[src/rtl/ps2_pkg.sv]
// Shared PS/2 constants: scancodes, ASCII values, held-bit positions,
// prefix FSM states and the queued event record.
package ps2_pkg;

  localparam logic [7:0] SC_E0    = 8'hE0;
  localparam logic [7:0] SC_F0    = 8'hF0;
  localparam logic [7:0] SC_W     = 8'h1D;
  localparam logic [7:0] SC_A     = 8'h1C;
  localparam logic [7:0] SC_S     = 8'h1B;
  localparam logic [7:0] SC_D     = 8'h23;
  localparam logic [7:0] SC_UP    = 8'h75;
  localparam logic [7:0] SC_DOWN  = 8'h72;
  localparam logic [7:0] SC_LEFT  = 8'h6B;
  localparam logic [7:0] SC_RIGHT = 8'h74;

  localparam logic [7:0] ASCII_W = 8'd87;
  localparam logic [7:0] ASCII_A = 8'd65;
  localparam logic [7:0] ASCII_S = 8'd83;
  localparam logic [7:0] ASCII_D = 8'd68;

  // Bit positions inside held, MSB first: {W,A,S,D,up,down,left,right}
  localparam logic [2:0] HELD_W     = 3'd7;
  localparam logic [2:0] HELD_A     = 3'd6;
  localparam logic [2:0] HELD_S     = 3'd5;
  localparam logic [2:0] HELD_D     = 3'd4;
  localparam logic [2:0] HELD_UP    = 3'd3;
  localparam logic [2:0] HELD_DOWN  = 3'd2;
  localparam logic [2:0] HELD_LEFT  = 3'd1;
  localparam logic [2:0] HELD_RIGHT = 3'd0;

  typedef enum logic [1:0] {
    ST_IDLE      = 2'd0,
    ST_EXT       = 2'd1,
    ST_BREAK     = 2'd2,
    ST_EXT_BREAK = 2'd3
  } state_t;

  typedef struct packed {
    logic [7:0] data;
    logic       rel;
    logic       ext;
  } evt_t;

endpackage

[src/rtl/ps2_key_sequencer_scancode_map.sv]
// Combinational final-code lookup: ASCII for WASD, arrows keep their code;
// mapped flags keys that own a held bit.
module scancode_map
  import ps2_pkg::*;
(
  input  logic [7:0] code,
  output logic [7:0] data,
  output logic       mapped,
  output logic [2:0] held_idx
);
  always_comb begin
    data     = code;
    mapped   = 1'b1;
    held_idx = '0;
    case (code)
      SC_W:     begin data = ASCII_W; held_idx = HELD_W; end
      SC_A:     begin data = ASCII_A; held_idx = HELD_A; end
      SC_S:     begin data = ASCII_S; held_idx = HELD_S; end
      SC_D:     begin data = ASCII_D; held_idx = HELD_D; end
      SC_UP:    held_idx = HELD_UP;
      SC_DOWN:  held_idx = HELD_DOWN;
      SC_LEFT:  held_idx = HELD_LEFT;
      SC_RIGHT: held_idx = HELD_RIGHT;
      default:  mapped = 1'b0;
    endcase
  end
endmodule

[src/rtl/ps2_key_sequencer.sv]
// PS/2 scancode sequencer: prefix decoding, held-key tracking with
// typematic suppression, and a small event queue with sticky overflow.
module ps2_key_sequencer
  import ps2_pkg::*;
#(
  parameter int FIFO_DEPTH = 4
) (
  input  logic       clock,
  input  logic       resetn,
  input  logic [7:0] scan_code,
  input  logic       scan_valid,
  input  logic       evt_ready,
  input  logic       ovf_clr,
  output logic       evt_valid,
  output logic [7:0] evt_data,
  output logic       evt_release,
  output logic       evt_ext,
  output logic [7:0] held,
  output logic       overflow
);
  localparam int AW = $clog2(FIFO_DEPTH);
  localparam int CW = AW + 1;

  state_t state_reg, state_next;
  logic   final_code, code_rel, code_ext;

  always_ff @(posedge clock or negedge resetn) begin
    if (!resetn) state_reg <= ST_IDLE;
    else         state_reg <= state_next;
  end

  always_comb begin
    state_next = state_reg;
    final_code = 1'b0;
    code_rel   = (state_reg == ST_BREAK) || (state_reg == ST_EXT_BREAK);
    code_ext   = (state_reg == ST_EXT)   || (state_reg == ST_EXT_BREAK);
    if (scan_valid) begin
      if (scan_code == SC_E0) begin
        state_next = ST_EXT;
      end else if (scan_code == SC_F0) begin
        case (state_reg)
          ST_IDLE: state_next = ST_BREAK;
          ST_EXT:  state_next = ST_EXT_BREAK;
          default: state_next = state_reg;
        endcase
      end else begin
        state_next = ST_IDLE;
        final_code = 1'b1;
      end
    end
  end

  logic [7:0] map_data;
  logic       map_hit;
  logic [2:0] map_idx;

  scancode_map u_map (
    .code     (scan_code),
    .data     (map_data),
    .mapped   (map_hit),
    .held_idx (map_idx)
  );

  logic [7:0] held_reg, held_next;
  logic       push, suppress;

  // A make of a key already held is a typematic repeat: no event, no change
  assign suppress = map_hit && !code_rel && held_reg[map_idx];
  assign push     = final_code && !suppress;

  for (genvar gi = 0; gi < 8; gi++) begin : g_held
    assign held_next[gi] = (final_code && map_hit && map_idx == 3'(gi)) ? !code_rel
                                                                        : held_reg[gi];
  end

  evt_t          fifo_mem [FIFO_DEPTH];
  logic [AW-1:0] wr_ptr_reg, rd_ptr_reg;
  logic [CW-1:0] count_reg, count_next;
  logic          overflow_reg, overflow_next;
  logic          fifo_full, pop, wr_en, drop;

  assign fifo_full = (count_reg == CW'(FIFO_DEPTH));
  assign pop       = (count_reg != '0) && evt_ready;
  assign wr_en     = push && (!fifo_full || pop);
  assign drop      = push && fifo_full && !pop;

  always_comb begin
    count_next = count_reg;
    case ({wr_en, pop})
      2'b10:   count_next = count_reg + 1'b1;
      2'b01:   count_next = count_reg - 1'b1;
      default: count_next = count_reg;
    endcase
    overflow_next = overflow_reg;
    if (drop)         overflow_next = 1'b1;
    else if (ovf_clr) overflow_next = 1'b0;
  end

  always_ff @(posedge clock) begin
    if (wr_en) fifo_mem[wr_ptr_reg] <= '{data: map_data, rel: code_rel, ext: code_ext};
  end

  always_ff @(posedge clock or negedge resetn) begin
    if (!resetn) begin
      wr_ptr_reg   <= '0;
      rd_ptr_reg   <= '0;
      count_reg    <= '0;
      overflow_reg <= 1'b0;
      held_reg     <= '0;
    end else begin
      if (wr_en) wr_ptr_reg <= wr_ptr_reg + 1'b1;
      if (pop)   rd_ptr_reg <= rd_ptr_reg + 1'b1;
      count_reg    <= count_next;
      overflow_reg <= overflow_next;
      held_reg     <= held_next;
    end
  end

  // Head fields are forced to zero while empty so reset drives clean outputs
  evt_t head;
  assign head        = fifo_mem[rd_ptr_reg];
  assign evt_valid   = (count_reg != '0);
  assign evt_data    = evt_valid ? head.data : 8'h00;
  assign evt_release = evt_valid & head.rel;
  assign evt_ext     = evt_valid & head.ext;
  assign held        = held_reg;
  assign overflow    = overflow_reg;

endmodule

[config.mk]
export PLATFORM = sky130hd
export DESIGN_NAME = ps2_key_sequencer
export DESIGN_NICKNAME = d
export VERILOG_FILES = /design/src/rtl/ps2_pkg.sv /design/src/rtl/ps2_key_sequencer_scancode_map.sv /design/src/rtl/ps2_key_sequencer.sv
export SDC_FILE = /design/constraint.sdc
export NUM_CORES = 1
export LEC_CHECK = 0
export ABC_AREA = 0
export CAP_MARGIN = 20
export CORE_MARGIN = 3
export CORE_UTILIZATION = 51
export CTS_CLUSTER_SIZE = 20
export DETAILED_ROUTE_END_ITERATION = 7
export GPL_TIMING_DRIVEN = 1
export PLACE_DENSITY = 0.74
export SYNTH_ARGS = -nofsm -noshare
export SYNTH_HDL_FRONTEND = slang
export SYNTH_SLANG_ARGS = --single-unit
[constraint.sdc]
create_clock -name clock -period 2.9 [get_ports clock]
set_input_delay 0.87 -clock clock [delete_from_list [all_inputs] [get_ports clock]]
set_output_delay 0.87 -clock clock [all_outputs]
set_load 0.01 [all_outputs]
==> metrics.md, run 1 <==
| Metric | Value |
|---|---|
| Post-DP HPWL | 5.00 mm |
| Slowest stage delay, CP | 0.53 ns |
| Cell Count, Final, Fillers Out | 429 |
| Critical Path AT | 3.66 ns |
| Slew HR | 0.697 |
| Worst setup EP type | flop |
| Share of the synthesized area in the top cell type | 0.388 |
| Cell total after placement | 399 |
| Clock sink count | 58 |
| Reg2reg end | count_reg[2] |
| Slowest CP cell | or4_4 |
| Clk slew on worst S/H paths | 0.06 ns |
| Syn_area_per_cell | 12.3 sq um |
| Layout cell share with drive strength beyond 1 | 0.406 |
| Async SR Flop Fraction | 0.310 |
| Hold Buf Count CTS | 0 |
| Initial Utilization | 0.545 |
| Final WS setup | -0.554 ns |
| Setup violations, final | 46 |
| Startpoint types | primary input |
| First-pass GRT wire length | roughly 13 mm |
| Cell Chain, Critical Path | buf_12 > buf_8 > or4_4 > o211ai_1 > buf_4 > o211ai_1 > a2111oi_4 > a21oi_2 > nor2_2 > fa_2 > nand2_2 > a21oi_2 > a211oi_2 > o211ai_1 |
| First-pass DRT Iterations | 4 |
| GRT met3 Usage | 0.0365 |
| Top-count cell post-synth | edfxtp_1 |
| Die W | 83.9 um |
| Worst r2r src | state_reg[1] |
| Endpoints failing hold | 0 |
| Critical Path End | count_reg[1] |
| Violated checks | negative setup slack |
| # Max-Cap Violations | 0 |
| H-tree depth | 3 |
| Worst R2R Path Depth | 10 |
| Top Ports | 33 |
| Number of synthesized flops with an enable pin | 40 |
| Cell leakage power | 1.70 nW |
| Crit path max fanout | 7 |
| Ys Warns | 0 |
| Crit path buf inv count | 3 |
| Synth Register Bits | 58 |
| PD cells | 725 mW/mm^2 |
| Initial DRC count | 83 |
| Crit-path leading delay family | compound AO/OA/AOI/OAI gates |
| Post-route ant nets | 0 |
| Largest cells by area after synthesis | edfxtp_1 (39%), dfrtp_1 (15%), mux4_2 (7.3%) |
| Worst skew pair latency | 0.33 ns |
| Die area | 0.00704 sq mm |
| Min-delay worst type | reg -> reg |
| Status | finished, violations left |
| Met2 Use GR | 0.391 |
| Clock tree buffer depth | 2 |
| Vias in the first global route | 2621 |
| Synth-to-Final Area Change | 39.3% |
| Crit. Startpoint | scan_code[6] |
| Worst-margin pin slew | 0.454 ns |
| FMAX | 290 MHz |
| WP data required | 3.11 ns |
| CTS root buffer | clkbuf_8 |
| Clock skew | 0.00687 ns |
| Logic pwr share | 0.420 |
| Total Power | ~0.0031 W |
| Core area | about 0.0057 sq mm |
| Post-Syn Nets | 269 |
| Vias per Instance | ~5.8 |
| Layout Cell Area excl Fill | 0.00431 sq mm |
| Fillers | 345 |
| Main synth FF type | edfxtp_1 |
| Post-synthesis cell type count | 57 |
| Via count | 2475 |
| Grt ovf | 0 |
| WL per Instance | 18.2 um |
| Tmin final | 3.45 ns |
| Die height | 83.9 um |
| Power share of the sequential group | 0.376 |
| Total Nets Final | 370 |
| Clock power frac | 0.204 |
| Initial antenna violation count | 0 |
| Dpl cell area | 0.00391 sq mm |
| Met1 usage | 0.279 |
| Mapped cell area | 0.00309 sq mm |
| All-Layer GR Usage | 0.230 |
| RSZ-0062 raised after global routing | yes |
| Largest net degree at the start of global routing | 19 |
| CTS tree | built |
| Reg2reg setup slack | 0.53 ns |
| Net Sw Frac | 0.326 |
| Synth top cells by count | edfxtp_1 (40), nand2_1 (24), dfrtp_1 (18) |
| Most used cell, CP | o211ai_1 |
| Busiest grt layer | met2 |
| PortBufs | 32 |
| Register area share after synthesis | 0.534 |
| Internal power | 0.00211 W |
| # diodes | 0 |
| CTS Buf Count | 9 |
| Yosys top cell by area | edfxtp_1 |
| Max VDD drop | 404 uV |
| Mapped Cells | about 250 |
| Cell Rows | 27 |
| Max-slew violation count | 0 |
| Post-route DRC | 0 |
| Largest register FFs | 40 |
| CP Depth | 14 |
| CP Class | in -> reg |
| Final RePlAce weighted congestion | 0.877 |
| WL final | 7.80 mm |
| Sw Pwr | 0.00102 W |
| Fin crit share | 1.19 |
[cell type report]
cell class	instances	area, sq um	area share
repair buffers	99	865	0.201
clock inverters	4	20.0	0.00465
well taps	72	90.1	0.0209
clock buffers	12	145	0.0337
inverters	9	33.8	0.00784
flip-flops and latches	58	1650	0.383
multi-input cells	175	1500	0.349
[cells by family (layout without fill, tap and decap cells)]
| group | Yosys count | in the layout | share of synthesized area |
|---|---|---|---|
| fa+ha+maj | 5 | 5 | 0.0227 |
| buf+inv | 22 | 124 | 0.0388 |
| simple gates | 99 | 103 | 0.190 |
| mux | 14 | 14 | 0.0874 |
| compound gates | 50 | 50 | 0.119 |
| xor+xnor | 3 | 3 | 0.00850 |
| flops | 58 | 58 | 0.534 |
[layer usage]
layer | vias up | routed length (um)
met4 | 0 | 230
li1 | 1153 | -
met3 | 20 | 328
met1 | 1223 | 3250
met2 | 79 | 3990
met5 | - | 0
[placed cells by master, fill, tap and decap left out, types with 4 or more instances in the layout]
cell type        instances
clkbuf_8                10
a21oi_1                 10
o211ai_1                 6
nor2b_1                  4
nor2_1                  13
and3_4                   9
dlygate4sd2_1           12
and2_1                  12
clkinv_2                 4
dfrtp_1                 18
nand2_1                 23
nand3_1                  6
inv_1                    8
buf_4                   56
mux4_2                  10
buf_6                   11
mux2_2                   4
clkdlybuf4s50_1         15
o21ai_0                 14
ha_1                     4
edfxtp_1                40
[worst min-delay path, cell delays in order (launching register included)]
cell and delay, ns:
dfrtp_1 0.38, nand2_1 0.06, o21ai_0 0.06
[through the flow]
stage | TNS (ns) | setup slack [ns] | hold slack, ns | util
floorplan | -16.35 | -0.847 | 0.461 | -
global placement | -43.88 | -1.28 | 0.505 | 0.689
detailed placement | -45.04 | -1.32 | 0.519 | 0.689
CTS | -6.29 | -0.502 | 0.537 | 0.746
global route | -15.30 | -0.693 | 0.575 | 0.759
finish | -11.02 | -0.554 | 0.529 | 0.759
[power groups by stage]
| stage | combinational (W) | sequential, W | clock (W) |
|---|---|---|---|
| floorplan | 0.000697 | 0.00116 | 0 |
| global placement | 0.00122 | 0.00118 | 0 |
| detailed placement | 0.00126 | 0.00119 | 0 |
| CTS | 0.00127 | 0.00117 | 0.000637 |
| global route | 0.00143 | 0.00119 | 0.000681 |
| finish | 0.00131 | 0.00118 | 0.000636 |
[timing repair]
action                                  4_1_cts  5_1_grt
endpoints found under the setup margin       58       47
setup buffers                                 8        6
resized for setup                            68       16
pin swaps                                    21       15
gates cloned                                  4        1
[worst min path at each step]
stage	end	cells after the start	startpoint	slack (ns)
2_1_floorplan	state_reg[0]	2	state_reg[0]	0.46
3_3_place_gp	held[4]	2	held[4]	0.50
3_5_place_dp	held[5]	2	held[5]	0.52
4_1_cts	held[5]	2	held[5]	0.54
5_1_grt	held[5]	2	held[5]	0.58
6_report	held[5]	2	held[5]	0.53
(Power assumes the default switching activity.)
==> inputs of run 2 (changes only) <==
--- a/config.mk
+++ b/config.mk
@@ -8,11 +8,11 @@
 export ABC_AREA = 0
 export CAP_MARGIN = 20
 export CORE_MARGIN = 3
-export CORE_UTILIZATION = 51
-export CTS_CLUSTER_SIZE = 20
+export CORE_UTILIZATION = 25
+export CTS_CLUSTER_SIZE = 16
 export DETAILED_ROUTE_END_ITERATION = 7
 export GPL_TIMING_DRIVEN = 1
-export PLACE_DENSITY = 0.74
+export PLACE_DENSITY = 0.43
 export SYNTH_ARGS = -nofsm -noshare
 export SYNTH_HDL_FRONTEND = slang
 export SYNTH_SLANG_ARGS = --single-unit
==> constraint.sdc (replaced) <==
create_clock -name clock -period 3.6 [get_ports clock]
set_input_delay 1.08 -clock clock [delete_from_list [all_inputs] [get_ports clock]]
set_output_delay 1.08 -clock clock [all_outputs]
set_load 0.01 [all_outputs]
==> metrics.md, run 2 (synthesis gave the netlist of run 1 again) <==
| Metric | Value |
|---|---|
| Slowest CP cell | a2111oi_4 (was or4_4) |
| Synth-to-Final Area Change | 48.6% (was 39.3%) |
| Cell Count, Final, Fillers Out | 522 (was 429) |
| Die area | 0.0137 sq mm (was 0.00704 sq mm) |
| CP Class | in -> reg (unchanged) |
| Max VDD drop | 232 uV (was 404 uV) |
| Worst skew pair latency | 0.32 ns (was 0.33 ns) |
| Fillers | 1135 (was 345) |
| Grt ovf | 0 (unchanged) |
| Clock tree buffer depth | 2 (unchanged) |
| Worst setup EP type | flop (unchanged) |
| Status | finished, violations left (unchanged) |
| Layout cell share with drive strength beyond 1 | 0.413 (was 0.406) |
| Slowest stage delay, CP | 0.46 ns (was 0.53 ns) |
| Final RePlAce weighted congestion | 0.786 (was 0.877) |
| Endpoints failing hold | 0 (unchanged) |
| Cell Rows | 39 (was 27) |
| CTS Buf Count | 9 (unchanged) |
| Violated checks | negative setup slack (unchanged) |
| Cell leakage power | 1.76 nW (was 1.70 nW) |
| Min-delay worst type | reg -> reg (unchanged) |
| Crit path max fanout | 5 (was 7) |
| WP data required | 3.80 ns (was 3.11 ns) |
| # diodes | 0 (unchanged) |
| Setup violations, final | 2 (was 46) |
| Crit-path leading delay family | compound AO/OA/AOI/OAI gates (unchanged) |
| Critical Path AT | 4.00 ns (was 3.66 ns) |
| Most used cell, CP | a2111oi_4 (was o211ai_1) |
| PD cells | 617 mW/mm^2 (was 725 mW/mm^2) |
| RSZ-0062 raised after global routing | yes (unchanged) |
| Commonest non-fill, non-tap cell in the layout | buf_4 (unchanged) |
| First-pass DRT Iterations | 4 (unchanged) |
| Max-slew violation count | 0 (unchanged) |
| Total Power | 0.00284 W (was 0.00312 W) |
| Via count | 2359 (was 2475) |
| Slew HR | 0.403 (was 0.697) |
| Vias in the first global route | 2499 (was 2621) |
| Commonest non-fill, non-tap cells in the layout | buf_4 (64), edfxtp_1 (40), clkdlybuf4s50_1 (24), nand2_1 (22), dfrtp_1 (18) (was buf_4 (56), edfxtp_1 (40), nand2_1 (23), dfrtp_1 (18), clkdlybuf4s50_1 (15)) |
| Post-route ant nets | 0 (unchanged) |
| First-pass GRT wire length | 12.9 mm (was 12.7 mm) |
| CTS root buffer | clkbuf_16 (was clkbuf_8) |
| Final hold slack | 0.507 ns (was 0.529 ns) |
| Tmin final | 3.80 ns |
| Layout Cell Area excl Fill | 0.00460 sq mm (was 0.00431 sq mm) |
| Initial Utilization | 0.263 (was 0.545) |
| Total Nets Final | 371 (was 370) |
| Cell total after placement | 485 (was 399) |
| Crit path buf inv count | 3 (unchanged) |
| WL per Instance | 15.2 um (was 18.2 um) |
| Fin crit share | 1.05 |
| Pre-CTS setup slack | -0.896 ns (was -1.32 ns) |
| Die W | 117 um (was 83.9 um) |
| Cell Chain, Critical Path | buf_8 > buf_6 > or3b_4 > a2111oi_4 > and2b_2 > o211ai_1 > a2111oi_4 > a21oi_2 > nor2_2 > fa_2 > nand2_2 > buf_4 > o21ai_1 > a211oi_2 > nand2_1 (was buf_12 > buf_8 > or4_4 > o211ai_1 > buf_4 > o211ai_1 > a2111oi_4 > a21oi_2 > nor2_2 > fa_2 > nand2_2 > a21oi_2 > a211oi_2 > o211ai_1) |
| Top Ports | 33 (unchanged) |
| PortBufs | 32 (unchanged) |
| Clock skew | 0.00729 ns (was 0.00687 ns) |
| Initial DRC count | 112 (was 83) |
| Vias per Instance | 4.52 (was 5.77) |
| Clk slew on worst S/H paths | 0.05 ns (was 0.06 ns) |
| CTS tree | built (unchanged) |
| Core area | 0.0118 sq mm (was 0.00568 sq mm) |
| Clock sink count | 58 (unchanged) |
| All-Layer GR Usage | 0.123 (was 0.230) |
| FMAX | 263 MHz |
| Final WS setup | -0.197 ns (was -0.554 ns) |
| Dpl cell area | 0.00398 sq mm (was 0.00391 sq mm) |
| Initial antenna violation count | 0 (unchanged) |
| Post-DP HPWL | 5.44 mm (was 5.00 mm) |
| H-tree depth | 3 (unchanged) |
| Largest register FFs | 40 (unchanged) |
| Startpoint types | primary input (unchanged) |
| Largest net degree at the start of global routing | 19 (unchanged) |
| # Max-Cap Violations | 0 (unchanged) |
| Post-route DRC | 0 (unchanged) |
| Die height | 117 um (was 83.9 um) |
| WL final | 7.91 mm (was 7.80 mm) |
| Hold Buf Count CTS | 0 (unchanged) |
| Worst-margin pin slew | 0.892 ns (was 0.454 ns) |
-- run 2: cell type report --
| type | count | area [sq um] | share of cell area |
|---|---|---|---|
| Inverter | 9 | 33.8 | 0.00735 |
| Timing Repair Buffer | 104 | 926 | 0.201 |
| Sequential cell | 58 | 1650 | 0.359 |
| Clock buffer | 9 | 225 | 0.0490 |
| Multi-Input combinational cell | 171 | 1480 | 0.321 |
| Clock inverter | 7 | 77.6 | 0.0169 |
| Tap cell | 164 | 205 | 0.0446 |
-- run 2: worst register-to-register path: stages (launching register included) --
cell,delay [ns]
dfrtp_1,0.47
nor3_1,0.32
inv_1,0.26
nand2_1,0.30
nor2_2,0.08
fa_2,0.44
nand2_2,0.09
buf_4,0.11
o21ai_1,0.07
a211oi_2,0.22
nand2_1,0.07
-- run 2: timing repair --
item                       4_1_cts  5_1_grt
setup endpoints to repair       46       47
gates cloned                     0        0
setup buffers                   21        5
resized for setup               41       21
pin swaps                       18       23
-- run 2: metal layers --
layer / GRT usage / part of all wire / wire length (um)
met2: 0.208 / 0.51 / 4040
met5: 0 / 0 / 0
met1: 0.155 / 0.45 / 3540
met4: 0.0359 / 0.0094 / 74
met3: 0.0303 / 0.032 / 257
-- run 2: where the power goes --
| group | internal [W] | total [W] | switching (W) | leakage (nW) |
|---|---|---|---|---|
| Sequential | 0.000863 | 0.000965 | 0.000102 | 0.602 |
| Clock | 0.000541 | 0.000854 | 0.000313 | 0.146 |
| Combinational | 0.000588 | 0.00102 | 0.000432 | 1.02 |
| Total | 0.00199 | 0.00284 | 0.000847 | 1.76 |
-- run 2: through the flow --
step | util | setup TNS [ns]
floorplan | - | -0.692
global placement | 0.338 | -22.74
detailed placement | 0.338 | -23.81
CTS | 0.385 | -0.272
global route | 0.391 | -1.19
finish | 0.391 | -0.344
-- run 2: path summary, 6_finish.rpt --
check	start	to	slack, ns	depth (start not counted)
max	scan_code[5]	count_reg[2]	-0.20	15
min	rd_ptr_reg[0]	rd_ptr_reg[0]	0.51	1
max reg2reg	count_reg[2]	count_reg[2]	1.06	10
min reg2reg	rd_ptr_reg[0]	rd_ptr_reg[0]	0.51	1
max in group asynchronous	resetn	held[0]	1.79	1
min in group asynchronous	resetn	wr_ptr_reg[0]	1.26	1
==> inputs of run 3 (changes only) <==
--- a/config.mk
+++ b/config.mk
@@ -8,11 +8,12 @@
 export ABC_AREA = 0
 export CAP_MARGIN = 20
 export CORE_MARGIN = 3
-export CORE_UTILIZATION = 25
+export CORE_UTILIZATION = 56
 export CTS_CLUSTER_SIZE = 16
 export DETAILED_ROUTE_END_ITERATION = 7
 export GPL_TIMING_DRIVEN = 1
-export PLACE_DENSITY = 0.43
+export PLACE_DENSITY = 0.8
+export SKIP_CTS_REPAIR_TIMING = 1
 export SYNTH_ARGS = -nofsm -noshare
 export SYNTH_HDL_FRONTEND = slang
 export SYNTH_SLANG_ARGS = --single-unit
==> metrics.md, run 3 (synthesis gave the netlist of run 1 again) <==
| Metric | Value |
|---|---|
| Max VDD drop | 390 uV (was 232 uV) |
| Endpoints failing hold | 0 (unchanged) |
| Clock tree buffer depth | 2 (unchanged) |
| Status | finished, violations left (unchanged) |
| Top Ports | 33 (unchanged) |
| Cell leakage power | 1.59 nW (was 1.76 nW) |
| WL final | 6.79 mm (was 7.91 mm) |
| Clock sink count | 58 (unchanged) |
| CTS tree | built (unchanged) |
| Largest register FFs | 40 (unchanged) |
| Worst R2R Path Depth | 9 (was 10) |
| Post-route DRC | 0 (unchanged) |
| Total Nets Final | 348 (was 371) |
| Cells on Worst Hold Path | 2 (was 1) |
| Die W | 80.3 um (was 117 um) |
| TNS Setup | -0.126 ns (was -0.344 ns) |
| Setup violations, final | 2 (unchanged) |
| Vias in the first global route | 2220 (was 2499) |
| Post-route ant nets | 0 (unchanged) |
| FMAX | 273 MHz (was 263 MHz) |
| Startpoint types | primary input (unchanged) |
| Worst skew pair latency | 0.33 ns (was 0.32 ns) |
| Tmin final | 3.67 ns (was 3.80 ns) |
| First-pass DRT Iterations | 4 (unchanged) |
| Fin util | 0.788 (was 0.391) |
| Slew HR | 0.451 (was 0.403) |
| Critical Path AT | 3.87 ns (was 4.00 ns) |
| Worst r2r src | count_reg[2] (unchanged) |
| First-pass GRT wire length | 10.6 mm (was 12.9 mm) |
| Final WS setup | -0.0653 ns (was -0.197 ns) |
| Max-slew violation count | 0 (unchanged) |
| Fin crit share | 1.02 (was 1.05) |
| # Max-Cap Violations | 0 (unchanged) |
| Die height | 80.3 um (was 117 um) |
| Grt ovf | 0 (unchanged) |
| Worst min-delay path startpoint | held[5] (was rd_ptr_reg[0]) |
| WP data required | 3.81 ns (was 3.80 ns) |
| Crit. Startpoint | scan_code[6] (was scan_code[5]) |
| Commonest non-fill, non-tap cells in the layout | buf_4 (44), edfxtp_1 (40), clkdlybuf4s50_1 (24), nand2_1 (22), dfrtp_1 (18) (was buf_4 (64), edfxtp_1 (40), clkdlybuf4s50_1 (24), nand2_1 (22), dfrtp_1 (18)) |
| H-tree depth | 3 (unchanged) |
| Largest net degree at the start of global routing | 19 (unchanged) |
| PortBufs | 32 (unchanged) |
| Clk slew on worst S/H paths | 0.06 ns (was 0.05 ns) |
| RSZ-0062 raised after global routing | yes (unchanged) |
| All-Layer GR Usage | 0.221 (was 0.123) |
| Synth-to-Final Area Change | 33.4% (was 48.6%) |
| Cell Rows | 26 (was 39) |
| Register area | 0.00165 sq mm (unchanged) |
| Initial Utilization | 0.591 (was 0.263) |
| Core area | 0.00524 sq mm (was 0.0118 sq mm) |
| Clock skew | 0.00685 ns (was 0.00729 ns) |
| Final RePlAce weighted congestion | 0.894 (was 0.786) |
| PD cells | 601 mW/mm^2 (was 617 mW/mm^2) |
| Initial antenna violation count | 0 (unchanged) |
| Fillers | 293 (was 1135) |
| Worst setup EP type | flop (unchanged) |
| CTS root buffer | clkbuf_8 (was clkbuf_16) |
| WL per Instance | 16.8 um (was 15.2 um) |
| Final hold slack | 0.528 ns (was 0.507 ns) |
| Post-DP HPWL | 4.64 mm (was 5.44 mm) |
| Multi-input gate area | 0.00142 sq mm (was 0.00148 sq mm) |
| Min-delay worst type | reg -> reg (unchanged) |
| Commonest non-fill, non-tap cell in the layout | buf_4 (unchanged) |
| Violated checks | negative setup slack (unchanged) |
| Crit path max fanout | 5 (unchanged) |
| Layout cell share with drive strength beyond 1 | 0.358 (was 0.413) |
| Initial DRC count | 106 (was 112) |
| Total Power | 0.00248 W (was 0.00284 W) |
| CTS Buf Count | 9 (unchanged) |
| # diodes | 0 (unchanged) |
| CP Class | in -> reg (unchanged) |
| Vias per Instance | 5.67 (was 4.52) |
| Via count | 2296 (was 2359) |
| Die area | 0.00645 sq mm (was 0.0137 sq mm) |
| Worst-margin pin slew | 0.821 ns (was 0.892 ns) |
==> run 3: changes by cell type in the layout (fill, tap and decap cells not counted), sizes merged <==
cell | before | now
buf | 75 | 50
clkbuf | 10 | 12
clkdlybuf4s15 | 1 | 0
clkinv | 3 | 5
dlygate4sd2 | 2 | 0
dlymetal6s2s | 1 | 4
inv | 11 | 9
==> run 3: cell type report <==
class / instances / area share
well taps: 70 / 0.0212
multi-input cells: 171 / 0.344
flip-flops and latches: 58 / 0.400
clock inverters: 7 / 0.0146
inverters: 9 / 0.00819
repair buffers: 81 / 0.182
clock buffers: 9 / 0.0300
==> run 3: per-layer routing <==
layer  vias up  global-route usage  routed length [um]
li1       1097                   -                   -
met1      1108               0.273                2770
met2        83               0.376                3540
met3         8              0.0594                 399
met4         0              0.0726                  85
met5         -                   0                   0
==> run 3: worst paths after layout <==
path | to | slack, ns
worst max-delay path | count_reg[2] | -0.07
worst max register to register | count_reg[2] | 1.07
max in group asynchronous | state_reg[1] | 1.87
worst min-delay path | held[5] | 0.53
min in group asynchronous | held[1] | 1.23
worst min register to register | held[5] | 0.53
==> run 3: power by group <==
group          leakage, nW  internal, W  switching, W  total, W
Clock               0.0939     0.000310      0.000244  0.000555
Combinational        0.898     0.000553      0.000411  0.000963
Sequential           0.602     0.000863     0.0000980  0.000961
==> run 3: critical path: stages <==
cell,delay [ns]
buf_12,0.11
or3b_4,0.40
a2111oi_4,0.43
and2b_2,0.31
o211ai_1,0.14
a2111oi_4,0.13
a21oi_2,0.20
nor2_2,0.07
fa_2,0.44
nand2_2,0.10
inv_2,0.05
a2111oi_4,0.33
nand2_1,0.08
==> run 3: per-stage QoR <==
step	instance area (sq um)	std cells	worst slack [ns]
2_1_floorplan	3110	251	-0.357
5_1_grt	4130	405	-0.149
3_3_place_gp	3770	382	-0.776
3_5_place_dp	3770	382	-0.873
6_report	4130	405	-0.0653
4_1_cts	3950	398	-0.517
